### src/rtl/tdoa_pkg.sv
// Shared types and constants for the TDOA lag producer: lag type, FSM states
// and the helper that packs three per-pair lags onto the 36-bit lag bus.
package tdoa_pkg;

    localparam int LAG_W     = 12;
    localparam int NUM_PAIRS = 3;
    localparam int LAGBUS_W  = 36;

    typedef logic signed [LAG_W-1:0] lag_t;

    typedef enum logic {
        ST_SCAN,
        ST_EMIT
    } state_e;

    function automatic logic [LAGBUS_W-1:0] pack_lags(lag_t r0, lag_t r1, lag_t r2);
        return {r2, r1, r0};
    endfunction

endpackage

### src/rtl/argmax_tracker.sv
// Running signed arg-max over a stream of (val, idx) samples; start restarts
// the search. Outputs already include the sample presented this cycle.
module argmax_tracker
    import tdoa_pkg::*;
#(
    parameter int VAL_W = 32,
    parameter int IDX_W = 8
) (
    input  logic                    clk,
    input  logic                    reset,
    input  logic                    start,
    input  logic                    en,
    input  logic signed [VAL_W-1:0] val,
    input  logic        [IDX_W-1:0] idx,
    output logic        [IDX_W-1:0] best_idx,
    output logic signed [VAL_W-1:0] best_val
);

    logic        [IDX_W-1:0] best_idx_q, best_idx_d;
    logic signed [VAL_W-1:0] best_val_q, best_val_d;
    logic                    take;

    // Strict compare keeps the earliest index on ties.
    assign take = en && (start || (val > best_val_q));

    always_comb begin
        best_idx_d = best_idx_q;
        best_val_d = best_val_q;
        if (take) begin
            best_idx_d = idx;
            best_val_d = val;
        end
    end

    // Forwarded so the last sample of a pair can be folded in on its own accept.
    assign best_idx = best_idx_d;
    assign best_val = best_val_d;

    always_ff @(posedge clk) begin
        if (reset) begin
            best_idx_q <= '0;
            best_val_q <= '0;
        end else begin
            best_idx_q <= best_idx_d;
            best_val_q <= best_val_d;
        end
    end

endmodule

### src/rtl/tdoa_lag_producer.sv
// Tracks the arg-max lag of three microphone pairs over a streamed frame and
// emits the packed lags with a one-cycle valid pulse when the frame completes.
module tdoa_lag_producer
    import tdoa_pkg::*;
#(
    parameter int CORR_W  = 32,
    parameter int LAG_W   = 12,
    parameter int MAX_LAG = 64
) (
    input  logic                     clk,
    input  logic                     reset,
    input  logic signed [CORR_W-1:0] corr_in,
    input  logic        [1:0]        corr_pair,
    input  logic                     corr_valid,
    output logic                     corr_ready,
    output logic [LAGBUS_W-1:0]      lags_out,
    output logic                     lags_out_valid,
    output logic                     frame_err
);

    localparam int N      = 2 * MAX_LAG + 1;
    localparam int IDX_W  = $clog2(N);
    localparam int DIFF_W = IDX_W + 2;

    if (3 * LAG_W != LAGBUS_W) begin : g_bad_lag_w
        $error("tdoa_lag_producer: 3*LAG_W must equal the lag bus width");
    end
    if (MAX_LAG >= (1 << (LAG_W - 1))) begin : g_bad_max_lag
        $error("tdoa_lag_producer: MAX_LAG does not fit in a signed LAG_W lag");
    end

    state_e               state_q, state_d;
    logic [1:0]           pair_q, pair_d;
    logic [IDX_W-1:0]     idx_q, idx_d;
    logic [LAGBUS_W-1:0]  lags_q, lags_d;
    logic                 valid_q, valid_d;
    logic                 err_q, err_d;
    logic                 store;

    logic                     accept;
    logic                     in_order;
    logic                     last_idx;
    logic                     trk_en;
    logic [IDX_W-1:0]         trk_best_idx;
    logic signed [CORR_W-1:0] unused_best_val;
    logic signed [DIFF_W-1:0] lag_wide;
    lag_t                     cur_lag;

    assign corr_ready = !reset && (state_q == ST_SCAN);
    assign accept     = corr_valid && corr_ready;
    assign in_order   = (corr_pair == pair_q);
    assign last_idx   = (idx_q == IDX_W'(N - 1));
    assign trk_en     = accept && in_order;

    argmax_tracker #(
        .VAL_W (CORR_W),
        .IDX_W (IDX_W)
    ) u_tracker (
        .clk      (clk),
        .reset    (reset),
        .start    (idx_q == '0),
        .en       (trk_en),
        .val      (corr_in),
        .idx      (idx_q),
        .best_idx (trk_best_idx),
        .best_val (unused_best_val)
    );

    assign lag_wide = $signed({2'b00, trk_best_idx}) - $signed(DIFF_W'(MAX_LAG));
    assign cur_lag  = lag_t'(lag_wide);

    // Pair 2's lag goes straight onto the bus, so only pairs 0 and 1 are read back.
    for (genvar gi = 0; gi < NUM_PAIRS; gi++) begin : g_res
        lag_t res_q;
        always_ff @(posedge clk) begin
            if (reset) begin
                res_q <= '0;
            end else if (store && (pair_q == 2'(gi))) begin
                res_q <= cur_lag;
            end
        end
    end

    always_comb begin
        state_d = state_q;
        pair_d  = pair_q;
        idx_d   = idx_q;
        lags_d  = lags_q;
        valid_d = 1'b0;
        err_d   = 1'b0;
        store   = 1'b0;
        case (state_q)
            ST_SCAN: begin
                if (accept) begin
                    if (!in_order) begin
                        err_d  = 1'b1;
                        pair_d = '0;
                        idx_d  = '0;
                    end else if (last_idx) begin
                        store = 1'b1;
                        idx_d = '0;
                        if (pair_q == 2'd2) begin
                            state_d = ST_EMIT;
                            pair_d  = '0;
                            lags_d  = pack_lags(g_res[0].res_q, g_res[1].res_q, cur_lag);
                            valid_d = 1'b1;
                        end else begin
                            pair_d = pair_q + 2'd1;
                        end
                    end else begin
                        idx_d = idx_q + IDX_W'(1);
                    end
                end
            end
            ST_EMIT: begin
                state_d = ST_SCAN;
            end
            default: begin
                state_d = ST_SCAN;
            end
        endcase
    end

    always_ff @(posedge clk) begin
        if (reset) begin
            state_q <= ST_SCAN;
            pair_q  <= '0;
            idx_q   <= '0;
            lags_q  <= '0;
            valid_q <= 1'b0;
            err_q   <= 1'b0;
        end else begin
            state_q <= state_d;
            pair_q  <= pair_d;
            idx_q   <= idx_d;
            lags_q  <= lags_d;
            valid_q <= valid_d;
            err_q   <= err_d;
        end
    end

    assign lags_out       = lags_q;
    assign lags_out_valid = valid_q;
    assign frame_err      = err_q;

endmodule

### config.mk
export PLATFORM = sky130hd
export DESIGN_NAME = tdoa_lag_producer
export DESIGN_NICKNAME = d
export VERILOG_FILES = /design/src/rtl/tdoa_pkg.sv /design/src/rtl/argmax_tracker.sv /design/src/rtl/tdoa_lag_producer.sv
export SDC_FILE = /design/constraint.sdc
export NUM_CORES = 1
export LEC_CHECK = 0
export ABC_AREA = 1
export CAP_MARGIN = 20
export CORE_ASPECT_RATIO = 1.75
export CORE_UTILIZATION = 46
export CTS_CLUSTER_DIAMETER = 100
export CTS_CLUSTER_SIZE = 20
export DETAILED_ROUTE_END_ITERATION = 8
export GPL_ROUTABILITY_DRIVEN = 0
export PLACE_DENSITY = 0.74
export SLEW_MARGIN = 0
export SYNTH_ARGS = -nofsm -noshare
export SYNTH_HDL_FRONTEND = slang
export SYNTH_SLANG_ARGS = --single-unit
### constraint.sdc
create_clock -name clk -period 3.9 [get_ports clk]
set_input_delay 0.78 -clock clk [delete_from_list [all_inputs] [get_ports clk]]
set_output_delay 0.78 -clock clk [all_outputs]
set_load 0.05 [all_outputs]
==> impl_metrics.toml <==
[worst_hold_path]
min_to = "g_res[0].res_q[8]"
worstHoldStart = "g_res[0].res_q[8]"
hold_class = "reg -> reg"
hold_depth = 2

[sta]
period_share = 0.852
final.setup.tns_ns = 0
period_needed_ns = 3.32
worst_pin_slew_ns = 0.689
finClkSkew_ns = 0.00762
hold_viol_final = 0
slew_headroom = 0.541
setup_viol = 0
hold_slack_ns = 0.472
report.final.slew_viol_count = 0
fmax_ghz = 0.301
worst_slack_ns = 0.578
grt_setup_unrepaired = "no"

[layout]
fillCellCount = 906
n_antenna_cell = 0
drive_above_1_share = 0.0597
nets = 754
final_cell_area_um2 = 5720
layout_commonest_cell = "nor2_1"
multiInputGateArea_um2 = 2240
final_cell_mix = "nor2_1, dfxtp_1, inv_1"
syn2layout_area_growth_pct = 22.2
seqCellArea_um2 = 1940

[die]
fp.coreArea_um2 = 9850
initial_core_util = 0.475
die_y_um = 135
dieWidth_um = 78.3
io_pins = 76
die-area_um2 = 10600
rows = 48

[detailed_routing]
drc = 0
routedWlPerCell_um = 12.9
routed_via_density = 5.04
drtIter0Drc = 274
via_count = 4095
ant_nets = 0
dr.pass1.iters = 4
routed_wl_um = 10400

[cts]
cts-resized-gates = 0
cts_setup_buffers = 0
htree_levels = 3
clk_path_buf_depth = 2
clkSinkCount = 97
clk_latency_ns = 0.35
clkTransAtPathRegs_ns = 0.07
root_buffer = "clkbuf_16"
cts_tree = "done"
numCtsBuffers = 9
holdBufCountCts = 0

[power]
power.leakage_nw = 2.43
fin_total_pwr_mw = 2.04
p_seq_frac = 0.497
combPwrFrac = 0.096
p_int_mw = 1.53
swShare = 0.248
switchingPower_mw = 0.506
power_frac_clock = 0.407
ir_drop_mv = 0.230
powerDensity_nw_per_um2 = 356

[logic_synthesis]
syn-cell-area_um2 = 4680
synth_seq_cells = 97
yosysWarnings = 0
synth.distinct_cells = 34
syn_nets = 695
synth_edf_count = 0
seq_area_frac_synth = 0.415
async_reset_ff_frac = 0
syn-instance-count = 623
synth.avg_cell_area_um2 = 7.51
ys.flop_type = "dfxtp_1"

[critical_path]
slowest_delay_ns = 0.47
reg2regPathDepth = 17
rr_endpoint = "g_res[1].res_q[7]"
crit_family = "simple AND/OR/NAND/NOR gates"
r2r-start = "u_tracker.best_val_q[31]"
cp.buffers_inverters = 1
crit_top_cell = "nand2_1"
cp_max_fo = 22
crit_path_end_kind = "flop"
cp_slowest_cell = "clkdlybuf4s50_1"
path_class = "in -> reg"
crit_required_ns = 4.18
worstPathArrival_ns = 3.61
crit_chain = "clkdlybuf4s50_1 > ha_1 > nand2_1 > nor2_1 > nand2_1 > nor4_2 > nand2_1 > nand3_1 > nand3_2 > nand2_4 > nand2_4 > nand2_1 > o21ai_1 > ha_1 > nand2_1 > nand2_1 > a21oi_2"
rrSetupSlack_ns = 1.15
crit_path_start_kind = "input pin"

[placement]
placed_area_um2 = 5440
port_buffers = 75
dp_hpwl_um = 7530
post-place-ws_ns = 0.250

[global_route]
grt_pass1_vias = 3997
grt_max_degree = 78
grt_remaining_overflow = 0
grt_pass1_wl_um = 17400
antenna_found_initial = 0
grt_usage = 0.208

[run_status]
outcome = "finished clean"

[run]
max_cap_viol_count = 0
-- worst register-to-register path, delay by kind of cell, from the launching register on --
family,cells,cell delay (ns)
buffers and inverters,1,0.04
adder cells (fa/ha/maj),2,0.67
flip-flops,1,0.33
AO/OA/AOI/OAI,2,0.21
AND/OR/NAND/NOR,12,1.45
-- layout make-up --
| class | instances | area share |
|---|---|---|
| well taps | 125 | 0.0273 |
| repair buffers | 79 | 0.137 |
| inverters | 85 | 0.0562 |
| flip-flops and latches | 97 | 0.340 |
| clock buffers | 9 | 0.0394 |
| clock inverters | 7 | 0.00963 |
| multi-input cells | 410 | 0.391 |
-- metal layers --
| metal | up-vias | GRT usage | share of wire |
|---|---|---|---|
| li1 | 2101 | - | - |
| met1 | 1883 | 0.228 | 0.41 |
| met3 | 27 | 0.0337 | 0.031 |
| met2 | 84 | 0.372 | 0.53 |
| met4 | 0 | 0.120 | 0.033 |
| met5 | - | 0 | 0 |
-- sequential cells by signal, summed over array words and instances (netlist names), named ones only --
register              flops
lags_out                 27
u_tracker.best_val_q     32
pair_q                    2
g_res.res_q              18
state_q                   1
u_tracker.best_idx_q      7
frame_err                 1
idx_q                     8
-- cell families (layout without fill, tap and decap cells) --
logic type,Yosys count,in the layout,synth area share
buffers and inverters,116,180,0.107
flip-flops,97,97,0.415
adder cells (fa/ha/maj),35,35,0.0936
XOR/XNOR,3,3,0.00561
AO/OA/AOI/OAI,120,120,0.144
AND/OR/NAND/NOR,252,252,0.235
-- stage by stage --
stage | util | instances
2_1_floorplan | - | 623
3_3_place_gp | 0.552 | 796
3_5_place_dp | 0.552 | 796
4_1_cts | 0.581 | 812
5_1_grt | 0.581 | 812
6_report | 0.581 | 812
-- power groups by stage --
stage / clock network (mW) / registers (mW) / logic (mW)
final: 0.830 / 1.01 / 0.196
after global routing: 0.889 / 1.01 / 0.222
after CTS: 0.849 / 1.01 / 0.197
after detailed placement: 0 / 1.03 / 0.195
after global placement: 0 / 1.03 / 0.187
after floorplan: 0 / 1.03 / 0.120
-- synthesized netlist by cell type (2+ instances only) --
library cell,number,area share
o21ai_0,55,0.059
buf_6,2,0.0048
nand4_1,4,0.0053
nor2_1,119,0.095
xnor2_1,2,0.0037
o21a_1,24,0.038
nand3_1,33,0.035
nor2_4,3,0.0072
nand2_1,76,0.061
nor3_1,2,0.0021
buf_4,10,0.016
nand2_4,2,0.0048
a21o_1,2,0.0032
ha_1,35,0.094
a21oi_2,2,0.0037
clkbuf_1,10,0.0080
o21ai_1,7,0.0075
nand2_2,4,0.0053
inv_1,80,0.064
nor3b_1,3,0.0048
a21oi_1,30,0.032
inv_2,4,0.0032
dfxtp_1,97,0.41
buf_2,7,0.0075
-- worst max-delay path by stage --
stage	from	to	slack [ns]	depth (start not counted)
global placement	corr_in[19]	g_res[1].res_q[7]	0.45	17
finish	corr_in[31]	g_res[1].res_q[7]	0.58	17
detailed placement	corr_in[31]	g_res[1].res_q[7]	0.25	17
floorplan	reset	g_res[1].res_q[7]	0.88	11
CTS	corr_in[31]	g_res[1].res_q[7]	0.59	17
global route	corr_in[31]	g_res[1].res_q[7]	0.31	18
(Power assumes the default switching activity.)
